<file path="src/rtl/page_pkg.sv">
// Shared types and helpers for the page copy sequencer.
// FSM encoding, default page size and page-align mask.
package page_pkg;

  localparam int DEF_PAGE_WORDS = 64;

  typedef enum logic [1:0] {
    IDLE  = 2'd0,
    COPY  = 2'd1,
    DRAIN = 2'd2,
    DONE  = 2'd3
  } state_t;

  function automatic logic [31:0] page_align(
    input logic [31:0] addr,
    input int          words
  );
    return addr & ~32'(words - 1);
  endfunction

endpackage

</file>
<file path="src/rtl/page_addr_gen.sv">
// Latched page base plus running word index.
// One instance drives reads, another drives writes.
module page_addr_gen
  import page_pkg::*;
#(
  parameter int ADDR_WIDTH = 16,
  parameter int PAGE_WORDS = DEF_PAGE_WORDS
) (
  input  logic                        clock,
  input  logic                        reset,
  input  logic                        load,
  input  logic [ADDR_WIDTH-1:0]       base,
  input  logic                        step,
  output logic [$clog2(PAGE_WORDS):0] idx,
  output logic [ADDR_WIDTH-1:0]       addr
);

  localparam int IW = $clog2(PAGE_WORDS) + 1;

  logic [ADDR_WIDTH-1:0] base_q;

  always_ff @(posedge clock) begin
    if (reset) begin
      base_q <= '0;
      idx    <= '0;
    end else if (load) begin
      base_q <= base;
      idx    <= '0;
    end else if (step) begin
      idx    <= idx + IW'(1);
    end
  end

  assign addr = base_q + ADDR_WIDTH'(idx);

endmodule

</file>
<file path="src/rtl/page_transfer.sv">
// Copies one aligned page from source to destination memory,
// holding busy as a CPU stall and pulsing done at the end.
module page_transfer
  import page_pkg::*;
#(
  parameter int PAGE_WORDS = DEF_PAGE_WORDS,
  parameter int ADDR_WIDTH = 16,
  parameter int DATA_WIDTH = 16
) (
  input  logic                  clock,
  input  logic                  reset,
  input  logic                  start,
  input  logic [ADDR_WIDTH-1:0] src_base,
  input  logic [6:0]            src_offset,
  input  logic [ADDR_WIDTH-1:0] dst_base,
  output logic                  busy,
  output logic                  done,
  output logic                  rd_en,
  output logic [ADDR_WIDTH-1:0] rd_addr,
  input  logic [DATA_WIDTH-1:0] rd_data,
  output logic                  wr_en,
  input  logic                  wr_ready,
  output logic [ADDR_WIDTH-1:0] wr_addr,
  output logic [DATA_WIDTH-1:0] wr_data
);

  localparam int IW = $clog2(PAGE_WORDS) + 1;
  localparam logic [IW-1:0] LAST = IW'(PAGE_WORDS - 1);

  state_t state, state_next;
  logic   wp, wp_next;
  logic   load, stall, wr_done;
  logic   last_rd, last_wr;

  logic [IW-1:0]         rd_idx, wr_idx;
  logic [ADDR_WIDTH-1:0] offset_ext, src_page, dst_page;

  assign offset_ext = {{(ADDR_WIDTH-7){src_offset[6]}}, src_offset};
  assign src_page   = ADDR_WIDTH'(page_align(
                        32'(src_base + offset_ext), PAGE_WORDS));
  assign dst_page   = ADDR_WIDTH'(page_align(
                        32'(dst_base), PAGE_WORDS));

  // Strobes drop with reset itself so nothing lands during the reset cycle
  assign wr_en   = wp & ~reset;
  assign stall   = wr_en & ~wr_ready;
  assign wr_done = wr_en & wr_ready;
  assign rd_en   = (state == COPY) & ~stall & ~reset;
  assign load    = (state == IDLE) & start;
  assign last_rd = rd_en & (rd_idx == LAST);
  assign last_wr = wr_done & (wr_idx == LAST);
  assign busy    = (state != IDLE);
  assign done    = (state == DONE);
  assign wr_data = rd_data;

  always_ff @(posedge clock) begin
    if (reset) begin
      state <= IDLE;
      wp    <= 1'b0;
    end else begin
      state <= state_next;
      wp    <= wp_next;
    end
  end

  always_comb begin
    state_next = state;
    wp_next    = wp;
    if (rd_en)
      wp_next = 1'b1;
    else if (wr_done)
      wp_next = 1'b0;
    unique case (state)
      IDLE:  if (start) state_next = COPY;
      COPY:  if (last_rd) state_next = DRAIN;
      DRAIN: if (last_wr) state_next = DONE;
      DONE:  state_next = IDLE;
      default: state_next = IDLE;
    endcase
  end

  page_addr_gen #(
    .ADDR_WIDTH(ADDR_WIDTH),
    .PAGE_WORDS(PAGE_WORDS)
  ) u_rd (
    .clock(clock),
    .reset(reset),
    .load (load),
    .base (src_page),
    .step (rd_en),
    .idx  (rd_idx),
    .addr (rd_addr)
  );

  page_addr_gen #(
    .ADDR_WIDTH(ADDR_WIDTH),
    .PAGE_WORDS(PAGE_WORDS)
  ) u_wr (
    .clock(clock),
    .reset(reset),
    .load (load),
    .base (dst_page),
    .step (wr_done),
    .idx  (wr_idx),
    .addr (wr_addr)
  );

endmodule

</file>
<file path="config.mk">
export PLATFORM = sky130hd
export DESIGN_NAME = page_transfer
export DESIGN_NICKNAME = d
export VERILOG_FILES = /design/src/rtl/page_pkg.sv /design/src/rtl/page_addr_gen.sv /design/src/rtl/page_transfer.sv
export SDC_FILE = /design/constraint.sdc
export NUM_CORES = 1
export LEC_CHECK = 0
export ABC_AREA = 0
export BUFFER_PORTS_ARGS = -buffer_cell sky130_fd_sc_hd__buf_2
export CAP_MARGIN = 0
export CORE_MARGIN = 2
export CORE_UTILIZATION = 48
export DETAILED_ROUTE_END_ITERATION = 8
export HOLD_SLACK_MARGIN = 0.05
export MAX_ROUTING_LAYER = met4
export PLACE_DENSITY_LB_ADDON = 0.05
export SETUP_SLACK_MARGIN = 0.15
export SYNTH_ARGS = -nofsm -noshare
export SYNTH_HDL_FRONTEND = slang
export SYNTH_SLANG_ARGS = --single-unit
</file>
<file path="constraint.sdc">
create_clock -name clock -period 2.41 [get_ports clock]
set_clock_uncertainty 0.1 [all_clocks]
set_input_delay 0.482 -clock clock [delete_from_list [all_inputs] [get_ports clock]]
set_output_delay 0.482 -clock clock [all_outputs]
set_load 0.02 [all_outputs]
</file>
==> impl_metrics.py, run 1 <==
metrics = {
    "worst_setup_path": {
        "end_kind": "flip-flop",
        "critPathArrivalTime_ns": 2.26,
        "reg2regPathDepth": 8,
        "startpoint_type": "primary input",
        "path_max_fanout": 5,
        "rr_startpoint": "state[0]",
        "worst-r2r-setup-slack_ns": 0.31,
        "criticalPathCategory": "in -> reg",
        "cp_data_required_time_ns": 2.48,
        "crit-reg2reg-capture": "state[1]",
    },
    "clock_network": {
        "h-tree-depth": 2,
        "clkLatencyLatePin_ns": 0.28,
        "hold_buffers": 0,
        "numCtsBuffers": 5,
        "clk_pin_slew_ns": 0.07,
        "cts.sinks": 37,
        "ctsRootBufferMaster": "clkbuf_8",
        "clockBufferDepth": 2,
        "cts_tree": "yes",
    },
    "synth": {
        "ys_seq_elements": 37,
        "synth_top_cell_area_share": 0.296,
        "yosys-top-cells-count": "42 x nand2_1, 37 x dfxtp_1, 28 x buf_4",
        "synth_enable_flop_cells": 0,
        "synth_seq_area_share": 0.296,
        "async_flop_share": 0,
        "ys_types": 44,
        "ys_warn_count": 0,
        "netlist_area_mm2": 0.00250,
        "synth.most_common_cell": "nand2_1",
        "synth_top_cell_by_area": "dfxtp_1",
        "synth_cells": 308,
        "synth_ff_type": "dfxtp_1",
        "synth_nets": 392,
        "synth_area_per_cell_um2": 8.12,
        "synthTopCellsByArea": "dfxtp_1 30%, ha_1 13%, buf_4 8.4%",
    },
    "detailed_routing": {
        "drtIter0Drc": 62,
        "avgViaCountPerCell": 5.06,
        "drtPass1Iterations": 4,
        "vias": 2237,
        "wl_um": 5220,
        "drcViolationCount": 0,
        "wire_per_inst_um": 11.8,
        "ant_nets": 0,
    },
    "power": {
        "clkPwrFrac": 0.203,
        "comb_power_share": 0.413,
        "p_int_uw": 1320,
        "swShare": 0.380,
        "power_leakage_uw": 0.00140,
        "p_per_area_mw_per_mm2": 712,
        "p_seq_frac": 0.384,
        "p_switching_uw": 807,
        "max-vdd-ir-drop_uv": 263,
    },
    "timing": {
        "hold_viol": 0,
        "slew_headroom": 0.645,
        "rsz0062_at_grt": "yes",
        "setup-violations-final": 0,
        "fin_setup_tns_ns": 0,
        "slew_viol_final": 0,
        "fin_crit_ns": 2.18,
        "post-route-period-util": 0.905,
        "fmax_mhz": 458,
        "hold_ws_ns": 0.327,
        "worst_pin_slew_ns": 0.532,
    },
    "placement": {
        "place_area_mm2": 0.00285,
        "post-dp-hpwl_um": 4140,
        "place.gp.congestion": 0.808,
        "port-buffer-count": 72,
        "dp_cells": 434,
    },
    "grt": {
        "grt_pass1_wl_um": 8860,
        "grt_pass1_vias": 2062,
        "grt.overflow.total": 0,
        "antenna_found_initial": 0,
        "grt_use_total": 0.187,
        "grt_max_degree": 15,
    },
    "floorplanning": {
        "rows": 26,
        "start_util": 0.493,
        "core_area_mm2": 0.00507,
        "io_pins": 111,
        "dieHeight_um": 76.2,
        "die_w_um": 76.2,
        "die_area_mm2": 0.00580,
    },
    "hold_path": {
        "whs_path_depth": 3,
        "min-delay-start": "dst_base[6]",
        "hold_path_class": "in -> reg",
        "holdPathEnd": "u_wr.base_q[6]",
    },
    "flow_run": {
        "maxCapViolations": 0,
    },
    "finish": {
        "final_nets": 456,
        "areaGrowthSynthToFinish_pct": 19.5,
        "antenna_cells": 0,
        "final_core_util": 0.589,
        "drive_gt1_frac": 0.309,
        "fin_area_mm2": 0.00299,
        "fin_cells": 442,
        "num-fill-cells": 506,
    },
    "run_status": {
        "status": "finished clean",
    },
}
==> through the flow <==
| stage | setup WS [ns] | total power, uW |
|---|---|---|
| final | 0.229 | 2130 |
| after global routing | 0.123 | 2290 |
| after CTS | 0.181 | 2140 |
| after detailed placement | -0.0710 | 1680 |
| after global placement | -0.0630 | 1670 |
| after floorplan | 0.161 | 1450 |
==> worst max-delay path by stage <==
| stage | start | cells past startpoint | end |
|---|---|---|---|
| floorplan | src_base[5] | 7 | u_rd.base_q[13] |
| global placement | src_offset[6] | 9 | u_rd.base_q[15] |
| detailed placement | src_offset[6] | 9 | u_rd.base_q[13] |
| CTS | u_wr.idx[6] | 6 | wr_addr[12] |
| global route | u_rd.base_q[9] | 5 | rd_addr[13] |
| finish | src_offset[6] | 9 | u_rd.base_q[13] |
==> kinds of logic after synthesis <==
| logic type | count (synthesis) | share of synthesized area |
|---|---|---|
| adders and majority gates | 25 | 0.125 |
| DFF | 37 | 0.296 |
| muxes | 2 | 0.00801 |
| and+or+nand+nor | 118 | 0.229 |
| AOI/OAI and AO/OA | 55 | 0.139 |
| xor gates and xnor gates | 27 | 0.0946 |
| buffers and inverters | 44 | 0.108 |
==> power groups by stage <==
stage	Combinational [uW]	Clock (uW)	Sequential, uW
floorplan	650	0	798
global placement	849	0	819
detailed placement	856	0	824
CTS	883	445	810
global route	985	469	833
finish	877	431	817
==> layout make-up <==
| cell class | count | area [um2] | share of cell area |
|---|---|---|---|
| well taps | 70 | 87.6 | 0.0293 |
| clock buffers | 7 | 86.3 | 0.0289 |
| multi-input cells | 227 | 1520 | 0.508 |
| inverters | 9 | 33.8 | 0.0113 |
| repair buffers | 92 | 515 | 0.173 |
| flip-flops and latches | 37 | 746 | 0.250 |
==> state kept, by name, indices dropped and copies added, names as in the netlist <==
signal       cells
u_rd.base_q     10
state            2
u_wr.idx         7
wp               1
u_rd.idx         7
u_wr.base_q     10
==> metal layers <==
layer	GRT usage	vias up	routed length, um
met1	0.220	993	2420
met3	0.0344	7	223
met2	0.318	57	2500
met4	0.0709	0	70
met5	-	-	0
li1	-	1180	-
==> worst max-delay path: stages <==
cell     delay (ns)
buf_2          0.13
buf_4          0.14
ha_1           0.31
a21oi_1        0.15
o21ai_1        0.09
a32oi_1        0.23
a31oi_1        0.15
or3_1          0.32
a32o_1         0.24
==> timing repair <==
action | in CTS | in global routing
gates resized for setup | 2 | 15
setup buffers | 1 | 0
setup endpoints to repair | 3 | 10
pin swaps | 1 | 4
hold endpoints to repair | 0 | 0
==> layout by cell type (no fill, tap or decap), drive strengths merged, types with 13 or more instances in the layout <==
cell type	instances
a21oi	24
buf	92
dfxtp	37
ha	25
nand2	42
nand3	17
nor2	22
xnor2	14
xor2	13
(Power assumes the default switching activity.)
==> run 2: changes to the inputs <==
--- a/config.mk
+++ b/config.mk
@@ -7,10 +7,11 @@
 export LEC_CHECK = 0
 export ABC_AREA = 0
 export BUFFER_PORTS_ARGS = -buffer_cell sky130_fd_sc_hd__buf_2
-export CAP_MARGIN = 0
+export CAP_MARGIN = 20
 export CORE_MARGIN = 2
 export CORE_UTILIZATION = 48
 export DETAILED_ROUTE_END_ITERATION = 8
+export GPL_TIMING_DRIVEN = 0
 export HOLD_SLACK_MARGIN = 0.05
 export MAX_ROUTING_LAYER = met4
 export PLACE_DENSITY_LB_ADDON = 0.05
==> impl_metrics.py, run 2 (same netlist as run 1, synthesis figures left out) <==
metrics = {
    "finish": {
        "multiInputGateArea_mm2": 0.00159,
        "seq_area_um2": 744,
        "final_nets": 490,
        "final_common_cell": "buf_2",
        "antenna_cells": 0,
        "final_cell_mix": "86 x buf_2, 42 x nand2_1, 34 x dfxtp_1",
        "drive_gt1_frac": 0.366,
        "fin_cells": 477,
        "num-fill-cells": 488,
        "largestRegisters": "u_rd.base_q x10, u_wr.base_q x10",
        "areaGrowthSynthToFinish_pct": 29.6,
        "final_core_util": 0.639,
    },
    "grt": {
        "grt.overflow.total": 0,
        "antenna_found_initial": 0,
        "grt_max_degree": 11,
        "grt_use_total": 0.203,
        "grt_pass1_wl_um": 9350,
        "grt_pass1_vias": 2179,
    },
    "flow_run": {
        "maxCapViolations": 0,
    },
    "run_status": {
        "status": "finished clean",
    },
    "detailed_routing": {
        "vias": 2405,
        "drcViolationCount": 0,
        "drtIter0Drc": 55,
        "avgViaCountPerCell": 5.04,
        "drtPass1Iterations": 4,
        "wl_um": 5700,
        "wire_per_inst_um": 11.9,
        "ant_nets": 0,
    },
    "placement": {
        "port-buffer-count": 88,
        "place.gp.congestion": 0.824,
        "post-dp-hpwl_um": 4470,
        "dp_cells": 466,
    },
    "worst_setup_path": {
        "critPathArrivalTime_ns": 2.27,
        "path_max_fanout": 5,
        "startpoint_type": "primary input",
        "criticalPathCategory": "in -> reg",
        "critPathBufInv": 1,
        "crit_family": "compound AO/OA/AOI/OAI gates",
        "cpPeakStageDelay_ns": 0.35,
        "cp_data_required_time_ns": 2.49,
        "cp_cell_sequence": "buf_2 > ha_1 > a21oi_2 > a21oi_2 > o211ai_1 > a31oi_2 > or3_1 > a32o_1",
        "crit_slowest_cell": "o211ai_1",
        "end_kind": "flip-flop",
        "crit_top_cell": "a21oi_2",
    },
    "clock_network": {
        "clockBufferDepth": 2,
        "hold_buffers": 0,
        "clkLatencyLatePin_ns": 0.29,
        "h-tree-depth": 2,
        "cts.sinks": 37,
        "numCtsBuffers": 5,
        "ctsRootBufferMaster": "clkbuf_8",
        "clk_pin_slew_ns": 0.07,
        "cts_tree": "yes",
    },
    "power": {
        "max-vdd-ir-drop_uv": 254,
        "p_per_area_mw_per_mm2": 678,
        "power_leakage_uw": 0.00154,
        "power.total_uw": 2200,
    },
    "timing": {
        "slew_viol_final": 0,
        "rsz0062_at_grt": "yes",
        "setup-violations-final": 0,
        "post-route-period-util": 0.906,
        "fmax_mhz": 458,
        "worst_pin_slew_ns": 0.488,
        "slew_headroom": 0.675,
        "fin_crit_ns": 2.18,
        "hold_viol": 0,
    },
    "floorplanning": {
        "die_area_mm2": 0.00580,
        "start_util": 0.493,
        "die_w_um": 76.2,
        "rows": 26,
        "dieHeight_um": 76.2,
        "io_pins": 111,
        "core_area_mm2": 0.00507,
    },
    "hold_path": {
        "hold_path_class": "in -> reg",
    },
}
[run 2: layout make-up]
| cell class | count | area share |
|---|---|---|
| plain buffers | 34 | 0.0722 |
| clock buffers | 8 | 0.0247 |
| inverters | 9 | 0.0104 |
| multi-input cells | 227 | 0.489 |
| flip-flops and latches | 37 | 0.230 |
| well taps | 70 | 0.0270 |
| repair buffers | 92 | 0.147 |
[run 2: per-layer routing]
metal / GRT usage / wire, um / vias up
met5: - / 0 / -
met4: 0.0836 / 108 / 0
met3: 0.0379 / 221 / 11
met2: 0.354 / 2820 / 61
met1: 0.229 / 2540 / 1075
li1: - / - / 1258
[run 2: repair_timing]
item,4_1_cts,5_1_grt
setup buffers,2,2
cloned,0,0
resized for setup,3,24
pin swaps,2,7
setup endpoints to repair,6,20
[run 2: path summary, 6_finish.rpt]
| kind | startpoint | to | slack [ns] | depth (start not counted) |
|---|---|---|---|---|
| max reg2reg | state[0] | state[1] | 0.31 | 8 |
| min | dst_base[6] | u_wr.base_q[6] | 0.32 | 3 |
| max | src_base[2] | u_rd.base_q[13] | 0.23 | 8 |
| min reg2reg | u_wr.base_q[6] | u_wr.base_q[6] | 0.36 | 2 |
[run 2: tightest hold or removal path, delay by kind of cell]
| family | cells | cell delay [ns] |
|---|---|---|
| buffers and inverters | 1 | 0.10 |
| AOI/OAI and AO/OA | 1 | 0.05 |
| and+or+nand+nor | 1 | 0.04 |
[run 2: power breakdown]
| group | internal [uW] | switching (uW) | total, uW | leakage, uW |
|---|---|---|---|---|
| Sequential | 714 | 99.2 | 814 | 0.000303 |
| Clock | 205 | 210 | 415 | 0.0000395 |
| Combinational | 410 | 557 | 967 | 0.00120 |
[run 2: metrics by stage]
stage / hold WS (ns) / worst slack (ns) / setup TNS [ns] / area, um2
6_report: 0.320 / 0.226 / 0 / 3240
3_5_place_dp: 0.360 / -0.246 / -0.921 / 3030
3_3_place_gp: 0.348 / -0.236 / -0.762 / 3030
4_1_cts: 0.319 / 0.153 / 0 / 3140
2_1_floorplan: 0.336 / 0.161 / 0 / 2500
5_1_grt: 0.323 / 0.121 / 0 / 3240
==> run 3: changes to the inputs <==
--- a/config.mk
+++ b/config.mk
@@ -9,7 +9,7 @@
 export BUFFER_PORTS_ARGS = -buffer_cell sky130_fd_sc_hd__buf_2
 export CAP_MARGIN = 20
 export CORE_MARGIN = 2
-export CORE_UTILIZATION = 48
+export CORE_UTILIZATION = 52
 export DETAILED_ROUTE_END_ITERATION = 8
 export GPL_TIMING_DRIVEN = 0
 export HOLD_SLACK_MARGIN = 0.05
@@ -18,4 +18,5 @@
 export SETUP_SLACK_MARGIN = 0.15
 export SYNTH_ARGS = -nofsm -noshare
 export SYNTH_HDL_FRONTEND = slang
+export SYNTH_HIERARCHICAL = 1
 export SYNTH_SLANG_ARGS = --single-unit
==> impl_metrics.py, run 3 <==
metrics = {
    "synth": {
        "synthSimpleGateAreaFrac": 0.158,
        "synth_area_per_cell_um2": 8.75,
        "synthTopCellsByArea": "dfxtp_1 27%, ha_1 12%, mux2i_1 9.7%",
        "ys_warn_count": 6,
        "synth_top_cell_area_share": 0.272,
        "synthMuxAreaShare": 0.0972,
        "synth_fa_ha_area_frac": 0.133,
        "synth_top_cell_by_area": "dfxtp_1",
        "ys_types": 53,
        "ys_seq_elements": 49,
        "async_flop_share": 0,
        "synth_ff_type": "dfxtp_1",
        "synth-xor-area-share": 0.107,
        "synth_top_family_by_area": "compound AO/OA/AOI/OAI gates",
        "synth_compound_area_frac": 0.166,
        "synth.most_common_cell": "dfxtp_1",
        "synth_cells": 412,
        "netlist_area_mm2": 0.00360,
        "synth_enable_flop_cells": 0,
        "yosys-top-cells-count": "49 x dfxtp_1, 46 x nor2_1, 35 x ha_1, 35 x mux2i_1, 31 x a21oi_1",
        "synth_seq_area_share": 0.272,
    },
    "power": {
        "p_int_uw": 1910,
        "p_per_area_mw_per_mm2": 611,
        "clkPwrFrac": 0.179,
        "swShare": 0.390,
        "max-vdd-ir-drop_uv": 521,
        "comb_power_share": 0.471,
        "p_seq_frac": 0.350,
        "p_switching_uw": 1220,
        "power_leakage_uw": 0.00230,
    },
    "finish": {
        "final_nets": 635,
        "seq_area_mm2": 0.00103,
        "multiInputGateArea_mm2": 0.00295,
        "num-fill-cells": 478,
        "final_cell_mix": "65 x buf_2, 58 x buf_4, 46 x nor2_1",
        "areaGrowthSynthToFinish_pct": 41.8,
        "drive_gt1_frac": 0.443,
        "antenna_cells": 0,
        "final_common_cell": "buf_2",
        "largestRegisters": "u_rd/base_q x16, u_wr/base_q x16",
        "fin_area_mm2": 0.00511,
    },
    "worst_setup_path": {
        "cp.depth": 9,
        "worst-r2r-setup-slack_ns": 0.44,
        "critPathArrivalTime_ns": 2.15,
        "critPathBufInv": 2,
        "cp_data_required_time_ns": 1.83,
        "reg2regPathDepth": 6,
        "rr_startpoint": "state[1]",
        "crit_top_cell": "buf_4",
        "path_max_fanout": 3,
        "cpPeakStageDelay_ns": 0.36,
        "worstSetupStartpoint": "u_rd/idx[0]",
        "endpoint": "rd_addr[12]",
        "crit_family": "adder cells",
        "cp_cell_sequence": "ha_4 > fa_2 > a211oi_2 > o21ai_2 > a21oi_2 > buf_4 > nor3_2 > xnor2_2 > buf_4",
        "crit-reg2reg-capture": "u_rd/idx[5]",
        "crit_slowest_cell": "dfxtp_4",
        "end_kind": "primary output",
        "criticalPathCategory": "reg -> out",
        "startpoint_type": "flip-flop",
    },
    "timing": {
        "fmax_mhz": 365,
        "hold_viol": 0,
        "setup_slack_ns": -0.326,
        "setup-violations-final": 21,
        "rsz0062_at_grt": "yes",
        "worst_pin_slew_ns": 0.523,
        "fin_setup_tns_ns": -4.11,
        "hold_ws_ns": 0.306,
        "slew_viol_final": 0,
        "slew_headroom": 0.651,
        "post-route-period-util": 1.14,
        "fin_crit_ns": 2.74,
    },
    "floorplanning": {
        "core_area_mm2": 0.00676,
        "die_area_mm2": 0.00761,
        "start_util": 0.534,
        "rows": 30,
        "io_pins": 111,
        "die_w_um": 87.3,
        "dieHeight_um": 87.3,
    },
    "clock_network": {
        "clk_pin_slew_ns": 0.10,
        "ctsRootBufferMaster": "clkbuf_8",
        "cts_tree": "yes",
        "clkLatencyLatePin_ns": 0.30,
        "numCtsBuffers": 5,
        "h-tree-depth": 2,
        "hold_buffers": 0,
        "cts.sinks": 49,
        "clockBufferDepth": 2,
    },
    "placement": {
        "place.gp.congestion": 0.818,
        "post-dp-hpwl_um": 6080,
        "port-buffer-count": 88,
        "place_area_mm2": 0.00433,
    },
    "detailed_routing": {
        "wire_per_inst_um": 14.4,
        "drtIter0Drc": 141,
        "drcViolationCount": 0,
        "ant_nets": 0,
        "drtPass1Iterations": 4,
        "avgViaCountPerCell": 5.37,
        "vias": 3330,
        "wl_um": 8940,
    },
    "grt": {
        "grt_use_total": 0.229,
        "grt_max_degree": 17,
        "grt_pass1_wl_um": 13600,
        "antenna_found_initial": 0,
        "grt_pass1_vias": 3073,
        "grt.overflow.total": 0,
    },
    "hold_path": {
        "min-delay-start": "dst_base[11]",
        "hold_path_class": "in -> reg",
    },
    "flow_run": {
        "maxCapViolations": 0,
    },
    "run_status": {
        "status": "finished, violations left",
        "violations": "setup timing",
    },
}
==> run 3: cell types whose count changed after synthesis, sizes merged, moves of 10 or more <==
cell,change
ha,+10
xnor2,+15
mux2i,+33
nand2,-26
dfxtp,+12
nor2,+24
a21oi,+11
==> run 3: power groups by stage <==
stage | logic (uW) | registers [uW] | clock network (uW)
after floorplan | 1010 | 1060 | 0
after global placement | 1270 | 1090 | 0
after detailed placement | 1290 | 1090 | 0
after CTS | 1390 | 1090 | 577
after global routing | 1600 | 1110 | 608
final | 1470 | 1090 | 559
==> run 3: per-layer routing <==
| layer | vias to the layer above | track usage | share of wire |
|---|---|---|---|
| met5 | - | - | 0 |
| met4 | 0 | 0.0657 | 0.013 |
| met3 | 11 | 0.0332 | 0.037 |
| met2 | 85 | 0.392 | 0.53 |
| met1 | 1547 | 0.279 | 0.42 |
| li1 | 1687 | - | - |
==> run 3: cell type report <==
class / instances / share of cell area
Multi-Input combinational cell: 330 / 0.577
Sequential cell: 49 / 0.202
Timing Repair Buffer: 109 / 0.134
Buffer: 28 / 0.0350
Tap cell: 80 / 0.0196
Clock buffer: 6 / 0.0184
Inverter: 16 / 0.0118
Clock inverter: 2 / 0.00269
==> run 3: worst min-delay path by stage <==
stage | to | depth (start not counted)
after detailed placement | u_rd/base_q[4] | 2
after global placement | u_rd/base_q[12] | 2
after CTS | u_wr/base_q[11] | 3
after floorplan | state[0] | 2
final | u_wr/base_q[11] | 3
after global routing | u_wr/base_q[10] | 3
==> run 3: worst reg2reg max path: cells and delay by family, from the launching register on <==
family / cells / cell delay, ns
adder cells (fa/ha/maj): 1 / 0.18
AO/OA/AOI/OAI: 1 / 0.17
flip-flops: 1 / 0.35
AND/OR/NAND/NOR: 3 / 0.99
buffers and inverters: 1 / 0.11
==> run 3: kinds of logic (layout without fill, tap and decap cells) <==
kind of cell    Yosys count  in the layout
other cells               1             12
mux                      35             35
compound gates           86             86
flops                    49             49
xor+xnor                 44             44
simple gates            116            116
buf+inv                  44            161
fa+ha+maj                37             37
==> run 3: timing repair <==
action	in CTS	in global routing
hold endpoints to repair	0	0
resized for setup	60	59
setup buffers	14	7
pin swaps	29	35
setup endpoints to repair	26	36
==> run 3: metrics by stage <==
stage	utilization	cells	power [uW]	setup slack (ns)
5_1_grt	0.756	620	3320	-0.402
3_3_place_gp	0.641	591	2350	-0.151
3_5_place_dp	0.641	591	2390	-0.152
6_report	0.756	620	3120	-0.326
4_1_cts	0.710	613	3050	-0.417
2_1_floorplan	-	423	2070	0.0793
